### config.mk
export PLATFORM = sky130hd
export DESIGN_NAME = enkel_core
export DESIGN_NICKNAME = d
export VERILOG_FILES = /design/src/rtl/enkel_core.sv
export SDC_FILE = /design/constraint.sdc
export NUM_CORES = 1
export LEC_CHECK = 0
export ABC_AREA = 1
export CORE_MARGIN = 2
export CORE_UTILIZATION = 45
export DETAILED_ROUTE_END_ITERATION = 10
export PLACE_DENSITY_LB_ADDON = 0.3
export SLEW_MARGIN = 20
export SYNTH_ARGS = -nofsm -noshare
export SYNTH_HDL_FRONTEND = slang
export SYNTH_SLANG_ARGS = --single-unit
### constraint.sdc
create_clock -name clk -period 2.35 [get_ports clk]
set_clock_uncertainty 0.1 [all_clocks]
set_input_delay 0.3525 -clock clk [delete_from_list [all_inputs] [get_ports clk]]
set_output_delay 0.3525 -clock clk [all_outputs]
set_load 0.1 [all_outputs]
### src/rtl/enkel_core.sv
// -----------------------------------------------------------------------------
// enkel_core
//
// Purpose:
//   Parametrised accumulator computer core. It combines a program loader, a
//   multi-cycle fetch/execute FSM, an accumulator ALU with carry, the PC, the
//   IR and a show (display) register. Memory sits outside the block on the
//   split mem_* read/write buses.
//
//   Memory read protocol: mem_rdata is valid in the cycle after a cycle with
//   mem_cs & mem_oe high. A write happens on the rising edge that ends a cycle
//   with mem_cs & mem_we high. mem_we and mem_oe are never high together, and
//   every mem_* output is 0 in any cycle that does not drive it.
//
// Optional feature (macro ENKEL_SINGLE_STEP_EN):
//   When defined, the FSM waits in FETCH, with no memory access, until step=1
//   is sampled. Each step pulse admits exactly one instruction. When the macro
//   is undefined, step has no effect.
//
// Parameters:
//   DATA_W   accumulator / memory word / show_out width (must be >= ADDR_W+3)
//   ADDR_W   PC / address field width; memory depth is 2**ADDR_W
//   PC_RESET PC value loaded on reset and on each start
//
// Ports:
//   clk             system clock, rising-edge
//   master_reset_n  synchronous active-low reset
//   start           one-cycle pulse, runs from PC_RESET (IDLE/HALT only)
//   prog_mode       selects the loader (honoured in IDLE only)
//   prog_valid      loader write request
//   prog_ready      loader accept, high in IDLE while prog_mode=1
//   prog_addr       loader address
//   prog_data       loader data
//   step            single-step advance
//   mem_cs/oe/we    memory chip select / read enable / write enable
//   mem_addr        memory address
//   mem_wdata       memory write data
//   mem_rdata       memory read data (one cycle after cs&oe)
//   show_out        display register
//   carry           carry flag
//   status          high while the FSM is outside IDLE/HALT
//   halted          high in HALT
//   dbg_state       current FSM state encoding
//   dbg_pc          current program counter
//   dbg_acc         current accumulator
//
// Instruction word: opcode = IR[DATA_W-1:DATA_W-3], address field a =
// IR[ADDR_W-1:0]. The bits in between are ignored, so only the opcode and the
// address field are kept.
// -----------------------------------------------------------------------------
module enkel_core #(
    parameter int unsigned DATA_W   = 8,
    parameter int unsigned ADDR_W   = 5,
    parameter int unsigned PC_RESET = 0
) (
    input  logic              clk,
    input  logic              master_reset_n,
    input  logic              start,
    input  logic              prog_mode,
    input  logic              prog_valid,
    output logic              prog_ready,
    input  logic [ADDR_W-1:0] prog_addr,
    input  logic [DATA_W-1:0] prog_data,
    input  logic              step,
    output logic              mem_cs,
    output logic              mem_oe,
    output logic              mem_we,
    output logic [ADDR_W-1:0] mem_addr,
    output logic [DATA_W-1:0] mem_wdata,
    input  logic [DATA_W-1:0] mem_rdata,
    output logic [DATA_W-1:0] show_out,
    output logic              carry,
    output logic              status,
    output logic              halted,
    output logic [2:0]        dbg_state,
    output logic [ADDR_W-1:0] dbg_pc,
    output logic [DATA_W-1:0] dbg_acc
);

    typedef enum logic [2:0] {
        S_IDLE   = 3'd0,
        S_FETCH  = 3'd1,
        S_LOADIR = 3'd2,
        S_EXEC   = 3'd3,
        S_MEMRD  = 3'd4,
        S_HALT   = 3'd5
    } state_t;

    localparam logic [2:0] OP_LD   = 3'b000;
    localparam logic [2:0] OP_ADD  = 3'b001;
    localparam logic [2:0] OP_NOT  = 3'b010;
    localparam logic [2:0] OP_PUT  = 3'b011;
    localparam logic [2:0] OP_JMP  = 3'b100;
    localparam logic [2:0] OP_JC   = 3'b101;
    localparam logic [2:0] OP_SHOW = 3'b110;
    localparam logic [2:0] OP_HALT = 3'b111;

    localparam logic [ADDR_W-1:0] PC_INIT = ADDR_W'(PC_RESET);
    localparam logic [ADDR_W-1:0] PC_ONE  = ADDR_W'(1);

    state_t            r_state;
    state_t            w_next;
    logic [ADDR_W-1:0] r_pc;
    logic [2:0]        r_op;
    logic [ADDR_W-1:0] r_fa;
    logic [DATA_W-1:0] r_acc;
    logic              r_carry;
    logic [DATA_W-1:0] r_show;

    logic              w_step_go;
    logic              w_restart;
    logic [DATA_W:0]   w_sum;

`ifdef ENKEL_SINGLE_STEP_EN
    // FETCH only moves on, and only touches memory, in a cycle where step is high.
    assign w_step_go = step;
`else
    // Free-running: step is referenced but cannot hold the FSM.
    assign w_step_go = step | 1'b1;
`endif

    // start is honoured in IDLE (loader deselected) and in HALT (prog_mode ignored).
    assign w_restart = start &&
                       (((r_state == S_IDLE) && !prog_mode) || (r_state == S_HALT));

    // Full-width sum; the top bit becomes the carry.
    assign w_sum = {1'b0, r_acc} + {1'b0, mem_rdata};

    // ------------------------------------------------------------------
    // Next-state logic
    // ------------------------------------------------------------------
    always_comb begin
        w_next = r_state;
        case (r_state)
            S_IDLE:   if (w_restart) w_next = S_FETCH;
            S_FETCH:  if (w_step_go) w_next = S_LOADIR;
            S_LOADIR: w_next = S_EXEC;
            S_EXEC: begin
                case (r_op)
                    OP_LD, OP_ADD: w_next = S_MEMRD;
                    OP_HALT:       w_next = S_HALT;
                    default:       w_next = S_FETCH;
                endcase
            end
            S_MEMRD:  w_next = S_FETCH;
            S_HALT:   if (w_restart) w_next = S_FETCH;
            default:  w_next = S_IDLE;
        endcase
    end

    // ------------------------------------------------------------------
    // Memory bus and loader handshake (combinational from state)
    // ------------------------------------------------------------------
    always_comb begin
        prog_ready = 1'b0;
        mem_cs     = 1'b0;
        mem_oe     = 1'b0;
        mem_we     = 1'b0;
        mem_addr   = '0;
        mem_wdata  = '0;
        case (r_state)
            S_IDLE: begin
                prog_ready = prog_mode;
                // Loader write goes straight through to memory in the same cycle.
                if (prog_mode && prog_valid) begin
                    mem_cs    = 1'b1;
                    mem_we    = 1'b1;
                    mem_addr  = prog_addr;
                    mem_wdata = prog_data;
                end
            end
            S_FETCH: begin
                if (w_step_go) begin
                    mem_cs   = 1'b1;
                    mem_oe   = 1'b1;
                    mem_addr = r_pc;
                end
            end
            S_EXEC: begin
                case (r_op)
                    OP_LD, OP_ADD: begin
                        mem_cs   = 1'b1;
                        mem_oe   = 1'b1;
                        mem_addr = r_fa;
                    end
                    OP_PUT: begin
                        mem_cs    = 1'b1;
                        mem_we    = 1'b1;
                        mem_addr  = r_fa;
                        mem_wdata = r_acc;
                    end
                    default: ;
                endcase
            end
            default: ;
        endcase
    end

    // ------------------------------------------------------------------
    // State and datapath registers
    // ------------------------------------------------------------------
    always_ff @(posedge clk) begin
        if (!master_reset_n) begin
            r_state <= S_IDLE;
            r_pc    <= PC_INIT;
            r_op    <= '0;
            r_fa    <= '0;
            r_acc   <= '0;
            r_carry <= 1'b0;
            r_show  <= '0;
        end else begin
            r_state <= w_next;
            case (r_state)
                S_IDLE, S_HALT: begin
                    // A (re)start clears A and carry; show_out is kept.
                    if (w_restart) begin
                        r_pc    <= PC_INIT;
                        r_acc   <= '0;
                        r_carry <= 1'b0;
                    end
                end
                S_LOADIR: begin
                    r_op <= mem_rdata[DATA_W-1 -: 3];
                    r_fa <= mem_rdata[ADDR_W-1:0];
                    // Natural wrap from the top address back to 0.
                    r_pc <= r_pc + PC_ONE;
                end
                S_EXEC: begin
                    case (r_op)
                        OP_NOT:  r_acc  <= ~r_acc;
                        OP_JMP:  r_pc   <= r_fa;
                        OP_JC:   if (r_carry) r_pc <= r_fa;
                        OP_SHOW: r_show <= r_acc;
                        default: ;
                    endcase
                end
                S_MEMRD: begin
                    // Only LD and ADD reach MEMRD.
                    if (r_op == OP_ADD) begin
                        {r_carry, r_acc} <= w_sum;
                    end else begin
                        r_acc <= mem_rdata;
                    end
                end
                default: ;
            endcase
        end
    end

    assign show_out  = r_show;
    assign carry     = r_carry;
    assign status    = (r_state != S_IDLE) && (r_state != S_HALT);
    assign halted    = (r_state == S_HALT);
    assign dbg_state = r_state;
    assign dbg_pc    = r_pc;
    assign dbg_acc   = r_acc;

endmodule

# Word-level counts from Yosys, hierarchy flattened
# Index checks and enable logic that the tools add are counted.
[word_totals] ff_bits=33 latch_bits=0 ram_bits=0 rom_bits=0 inputBits=27 out_inout_bits=44 wordCells=75 memories=0
[op_classes] n_addsub=2 n_mul=0 div_mod_pow=0 n_lt_le_gt_ge=0 n_eq_ne=18 n_shift=0 n_mux=28 bitwise=1 reduce_logical=19
[op_table] cell="$mux W8" n=5
[op_table] cell="$pmux W5 S3" n=2
[op_table] cell="$pmux W8 S3" n=1
[op_table] cell="$mux W5" n=4
[op_table] cell="$eq A3 B3 Y1 const B" n=6
[op_table] cell="$pmux W8 S2" n=1
[op_table] cell="$pmux W3 S5" n=1
[op_table] cell="$eq A3 B2 Y1 const B" n=4
[op_table] cell="$pmux W5 S2" n=1
[op_table] cell="$add A8 B8 Y9" n=1
[op_table] cell="$reduce_bool A3 Y1" n=3
[op_table] cell="$not A8 Y8" n=1
[op_table] cell="$mux W1" n=7
[op_table] cell="$eq A3 B1 Y1 const B" n=2
[op_table] cell="$logic_not A3 Y1" n=2
[op_table] cell="$ne A3 B3 Y1 const B" n=2
[op_table] cell="$pmux W1 S2" n=3
[op_table] cell="$pmux W3 S2" n=1
[op_table] cell="$reduce_and A3 Y1" n=2
[op_table] cell="$add A5 B1 Y5 const B" n=1
[op_table] cell="$logic_and A1 B1 Y1" n=4
[op_table] cell="$ne A2 B1 Y1 const B" n=2
[op_table] cell="$reduce_and A4 Y1" n=1
[op_table] cell="$reduce_or A2 Y1" n=2
[op_table] cell="9 further kinds" n=9

# Logic depth before layout (Yosys ltp)
# Gate-level depths: netlist of the first run.
[depth] word_depth=6 ltp_mapped=11 depth_no_buf=11

# Least setup slack after synthesis of the first run
# Ideal clock, no wire load.
[synth_path] kind="reg2out" start="reg r_state[0], in the netlist dbg_state[0]" end="out mem_wdata[0]" arrival_ps=3996 t_required_ps=1898 path_slack_ps=-2098 stages_incl_launch_ff=9 cell_sequence="dfxtp_1 nor2_1 nand2_2 nor2_1 nand2_1 inv_1 buf_4 nand2_1 o21ai_0"
[synth_between] elab_chain_cells=2 elab_cells_between_ends=3
[synth_rtl] item="start: declaration" line="101" text="state_t r_state;"
[synth_rtl] item="start signal: assignment" line="212" text="r_state <= w_next;"
[synth_rtl] item="$eq A3 B2 Y1 or $logic_not A3 Y1 (tied branches)" line="161" text="case (r_state)"
[synth_rtl] item="$pmux W8 S2 *" line="161"
[synth_rtl] item="end: declaration" line="69" text="output logic [DATA_W-1:0] mem_wdata,"
# Every way passes the cells marked *; elsewhere a longest branch is shown, timed or not.

# Worst setup path after layout of the first run
[layout_path] start="reg r_state[1], in the netlist dbg_state[1]" end="out mem_wdata[1]"
# Same word-level chain as after synthesis.

==> metrics.md, run 1 <==
| Metric | Value |
|---|---|
| HP Class | `reg -> reg` |
| Clock Path Buffers | `2` |
| Die W | `about 73 um` |
| # Max-Cap Violations | `0` |
| Max Slew Vio Count | `0` |
| Vias per cell | `~5.3` |
| CTS Buf Count | `5` |
| CTS Sinks | `33` |
| Highest ir drop seen on vdd | `0.0007987 V` |
| FILL cells | `386` |
| Height of the die | `73.32 um` |
| CP Capture Type | `output pin` |
| Final hold vios | `0` |
| Min Tclk post-route | `between 2000 and 2500 ps` |
| Crit path largest cell delay | `~390 ps` |
| RSZ-0062 raised after global routing | `false` |
| CP startpoint kind | `flip-flop` |
| Starting Density | `46.08%` |
| Post-Synth XOR/XNOR Area | `less than 1%` |
| Cells after synthesis | `around 330` |
| Cells after DPL | `roughly 450` |
| Flops & latches, synth | `33` |
| Post-synthesis sequential area ratio | `30.56%` |
| Initial antenna violation count | `0` |
| Period utilisation layout | `96.17%` |
| Layout cells sized above 1 | `between 20% and 30%` |
| Htree depth | `2` |
| TritonCTS clock tree | `built` |
| CP Class | `reg -> out` |
| Worst slew margin | `roughly 76%` |
| Root Buffer | `clkbuf_8` |
| Drt first pass iters | `4` |
| Synth Area in Simple Gates | `between 20 and 30%` |
| First-pass GRT wire length | `about 10 mm` |
| Clk network pwr share | `about 15%` |
| Detail Route Antenna Nets | `0` |
| Worst slew pin tran | `between 300 and 400 ps` |
| Worst EP arrival | `1810 ps` |
| Slowest-stage cell, CP | `dfxtp_4` |
| Status | `finished, final reports clean` |
| Critical-path cell list | `inv_4, nor2_4, nand2_8, clkinv_4, nand4_1, buf_6, o21ai_4, buf_12` |
| Area grow syn2layout | `52.60%` |
| Synth Cell Area | `approximately 2200 um^2` |
| Logic pwr share | `around 65%` |
| Yosys Warn Count | `0` |
| Largest family of logic cells by synthesized area | `simple AND/OR/NAND/NOR gates` |
| Syn Area/Cell | `about 6.5 um^2` |
| Internal power | `1.802 mW` |
| Adder-cell area share of the yosys netlist | `6.134%` |
| Ys async rst share | `0%` |
| Placer congestion estimate | `about 0.85` |
| Maximum fanout along the worst path | `15` |
| Synth unique cells | `32` |
| Post-place instance area | `around 3200 um^2` |
| Synth Area in Compound Gates | `~22%` |
| Ports | `a little over 70` |
| Post-synthesis mux area share | `0%` |
| Via Count | `~2400` |
| Commonest cells after routing, fill and taps aside | `76 x nand2_1, 40 x inv_1, 33 x a21oi_1` |
| WP data required | `about 1900 ps` |
| Fin nets | `440` |
| Post-synth EDFFs | `0` |
| Residual DRC | `0` |
| Starting DRT DRC Count | `~130` |
| Ant diodes | `0` |
| Post-DP HPWL | `around 4.9 mm` |
| Fin cells | `around 460` |
| Clock Latency Late Sink | `around 290 ps` |
| Row cnt | `25` |
| Clock-pin slew on the worst setup and hold paths | `70 ps` |
| Most common cell after layout, fill and taps aside | `nand2_1` |
| Max Freq | `approximately 440 MHz` |
| Cell Pwr Density | `1226 nW/um^2` |
| Final setup fails | `0` |
| Seq pwr share | `between 20% and 30%` |
| Die area | `about 5400 um^2` |
| GRT Total Usage | `between 20% and 30%` |
| Net Switching | `approximately 2.2 mW` |
| Largest net degree at the start of global routing | `22` |
| Leak Pwr | `about 1.4 nW` |
| Register area | `about 670 um^2` |
| Core ar. | `around 4700 um^2` |
| Main flop type after synthesis | `dfxtp_1` |
| WL/cell | `approximately 14 um` |
| Number of global-route vias before repair | `~2300` |
| Post-route design area | `3299 um^2` |
| Global route overflow | `0` |
| PortBufs | `between 60 and 70` |
| Switch share | `55.47%` |
| Multi-input gate area | `~1400 um^2` |
| Syn nets | `368` |
| DRT Wirelength | `approximately 6.3 mm` |
synth_stat cells, types with 2 or more instances:
master | number | area share (%)
a22oi_1 | 2 | 0.69
o21ai_0 | 34 | 7.9
xor2_1 | 2 | 0.81
nand2_2 | 2 | 0.58
a21oi_1 | 33 | 7.6
ha_1 | 9 | 5.2
clkbuf_1 | 4 | 0.69
or2_2 | 2 | 0.58
nor2_1 | 28 | 4.9
o21ai_1 | 3 | 0.69
o21ai_2 | 4 | 1.6
o22ai_1 | 5 | 1.4
nand2_1 | 77 | 13
inv_2 | 4 | 0.69
dfxtp_1 | 33 | 31
inv_1 | 40 | 6.9
nor3_1 | 5 | 1.2
buf_6 | 3 | 1.6
nand3b_1 | 4 | 1.4
nand3_1 | 19 | 4.4
nor2_2 | 4 | 1.2
nand4_1 | 3 | 0.87
o221ai_1 | 2 | 0.81
sequential cells by signal, indices dropped and copies added, names as in the netlist:
signal and cells:
dbg_acc 8, show_out 8, dbg_pc 5, r_fa 5, dbg_state 3, r_op 3, carry 1
cell families (layout without fill, tap and decap cells):
| kind of cell | Yosys count | in the layout |
|---|---|---|
| buffers and inverters | 53 | 126 |
| and+or+nand+nor | 146 | 146 |
| adders and majority gates | 10 | 10 |
| DFF | 33 | 33 |
| xor gates and xnor gates | 2 | 2 |
| AOI/OAI and AO/OA | 87 | 87 |
layout make-up:
| type | instances | share of cell area [%] |
|---|---|---|
| Clock inverter | 2 | 1.062 |
| Clock buffer | 6 | 2.844 |
| Inverter | 45 | 5.347 |
| Tap cell | 54 | 2.048 |
| Multi-Input combinational cell | 245 | 42.43 |
| Sequential cell | 33 | 20.44 |
| Timing Repair Buffer | 73 | 25.82 |
worst paths after layout:
path | from | endpoint | slack (ps) | cells after the start
max reg2reg | dbg_state[1] | dbg_pc[3] | 520 | 9
min | r_fa[0] | r_fa[0] | 390 | 2
min reg2reg | r_fa[0] | r_fa[0] | 390 | 2
max | dbg_state[1] | mem_wdata[1] | 90 | 8
per-stage QoR:
step | worst slack [ps] | power (mW) | TNS [ps] | hold slack [ps] | utilization (%)
2_1_floorplan | -602.5 | 2.781 | -5949 | 349.4 | -
3_3_place_gp | 49.40 | 3.381 | 0 | 370.8 | 67.15
3_5_place_dp | -13.80 | 3.433 | -13.80 | 381.8 | 67.15
4_1_cts | 75.74 | 4.028 | 0 | 390.6 | 69.89
5_1_grt | 12.44 | 4.272 | 0 | 425.8 | 70.32
6_report | 90.02 | 4.046 | 0 | 390.0 | 70.32
power by group through the flow:
stage	clock, mW	sequential, mW	combinational, mW
5_1_grt	0.621	0.832	2.82
2_1_floorplan	0	1.36	1.42
4_1_cts	0.597	0.807	2.62
3_3_place_gp	0	0.813	2.57
6_report	0.596	0.813	2.64
3_5_place_dp	0	0.818	2.61
critical path: cells and delay by family, from the launching register on:
| family | cells | cell delay, ps |
|---|---|---|
| buf+inv | 4 | 540 |
| flops | 1 | 390 |
| compound gates | 1 | 180 |
| simple gates | 3 | 410 |
repair_timing:
| action | CTS | global route |
|---|---|---|
| hold buffers | 0 | 0 |
| endpoints found under the hold margin | 0 | 0 |
| setup buffers | 0 | 1 |
| gates resized for setup | 0 | 2 |
| setup endpoints to repair | 0 | 6 |
routing by layer:
metal	vias to the layer above	share of wire, %	GRT usage, %
li1	1238	-	-
met1	1113	41	29.07
met2	77	52	44.84
met3	8	5.4	4.664
met4	0	1.4	6.667
met5	-	0	0
Note: power is estimated with default switching activity, not from simulation.
==> run 2, diff against run 1 <==
Clock period 2.35 ns to 2.92 ns, I/O delays scaled along.
==> metrics.md, run 2 (synthesis results as in run 1) <==
| Metric | Value |
|---|---|
| TritonCTS clock tree | `built` |
| RSZ-0062 raised after global routing | `false` |
| Via Count | `between 2000 and 2500` |
| Fin Hold WS | `just under 400 ps` |
| Commonest cells after routing, fill and taps aside | `76 x nand2_1, 40 x inv_1, 33 x a21oi_1` |
| Status | `finished, final reports clean` |
| Hold_buf cts | `0` |
| Ports | `just over 70` |
| Initial antenna violation count | `0` |
| Most common cell after layout, fill and taps aside | `nand2_1` |
| CP Class | `in -> out` |
| Post-DP HPWL | `roughly 4.7 mm` |
| WL/cell | `between 10 and 15 um` |
| DRT Wirelength | `roughly 6 mm` |
| Post_cts resized | `0` |
| Clock-pin slew on the worst setup and hold paths | `about 70 ps` |
| HP Class | `reg -> reg` |
| Max Slew Vio Count | `0` |
| CP startpoint kind | `primary input` |
| First-pass GRT wire length | `approximately 9.8 mm` |
| Area grow syn2layout | `44.85%` |
| Htree depth | `2` |
| CP Capture Type | `output pin` |
| # Post-CTS Setup Buffers | `0` |
| Final setup fails | `0` |
| Vias per cell | `around 5.2` |
| Max Freq | `~400 MHz` |
| Cell Pwr Density | `between 900 and 1000 nW/um^2` |
| PortBufs | `69` |
| GRT Total Usage | `around a quarter` |
| Residual DRC | `0` |
| Post-place instance area | `3050 um^2` |
| Total power draw | `3.001 mW` |
| Fin nets | `approximately 440` |
| Clock Path Buffers | `2` |
| Post-route design area | `between 3000 and 4000 um^2` |
| Die W | `around 73 um` |
| Final hold vios | `0` |
| CTS Sinks | `33` |
| Row cnt | `25` |
| Drt first pass iters | `4` |
| Number of global-route vias before repair | `around 2200` |
| Largest net degree at the start of global routing | `24` |
| Worst slew margin | `approximately 71%` |
| Maximum fanout along the worst path | `13` |
| Period utilisation layout | `a little over four fifths` |
| Leak Pwr | `around 1.4 nW` |
| Detail Route Antenna Nets | `0` |
| Clock Latency Late Sink | `between 200 and 300 ps` |
| Highest ir drop seen on vdd | `between 0.0007 and 0.0008 V` |
| # Max-Cap Violations | `0` |
| Root Buffer | `clkbuf_8` |
| Die area | `about 5400 um^2` |
| Global route overflow | `0` |
| Ant diodes | `0` |
| Core ar. | `4692 um^2` |
| Starting DRT DRC Count | `94` |
| CTS Buf Count | `5` |
| Worst slew pin tran | `approximately 430 ps` |
| Min Tclk post-route | `approximately 2500 ps` |
| Worst EP arrival | `roughly 1900 ps` |
| Layout cells sized above 1 | `between 20% and 30%` |
| WP data required | `between 2000 and 2500 ps` |
| Height of the die | `~73 um` |
| Placer congestion estimate | `0.8896` |
| Flop2flop setup slack | `1000 ps` |
| Starting Density | `approximately 46%` |
-- run 2: per-stage QoR --
step	setup TNS, ps	utilization, %	setup WS, ps	std cells
after floorplan	-118.0	-	-118.0	331
after global placement	0	65.01	486.5	448
after detailed placement	0	65.01	454.1	448
after CTS	0	66.75	451.7	456
after global routing	0	66.75	273.3	456
final	0	66.75	466.1	456
-- run 2: path summary, 6_finish.rpt --
path	from	to	cells past startpoint
worst max register to register	dbg_acc[0]	dbg_acc[6]	9
worst max-delay path	prog_mode	mem_addr[0]	8
worst min-delay path	carry	carry	2
worst min register to register	carry	carry	2
-- run 2: power breakdown --
| part | total, mW | internal (mW) | leakage (nW) | switching (mW) |
|---|---|---|---|---|
| logic | 2.03 | 0.532 | 1.09 | 1.50 |
| clock network | 0.326 | 0.160 | 0.0430 | 0.165 |
| registers | 0.647 | 0.547 | 0.271 | 0.100 |
| total | 3.00 | 1.24 | 1.40 | 1.76 |
-- run 2: worst max-delay path: stages --
cell             delay, ps
clkdlybuf4s50_1        450
inv_1                   70
nor2_4                 100
nand2_2                 60
inv_1                  330
nand2_1                 90
o211ai_1               150
buf_12                 220
-- run 2: layer usage --
metal	vias to the layer above	GRT usage (%)	share of wire, %
met2	71	42.14	49
li1	1236	-	-
met3	6	3.018	4.8
met5	-	0	0
met1	1075	28.67	44
met4	0	7.475	1.3
-- run 2: layout make-up --
type	instances	area, um^2
clock buffers	5	68.82
clock inverters	3	12.51
fillers	426	1560
inverters	45	176.4
multi-input cells	245	1351
flip-flops and latches	33	671.9
well taps	54	67.56
repair buffers	71	783.3
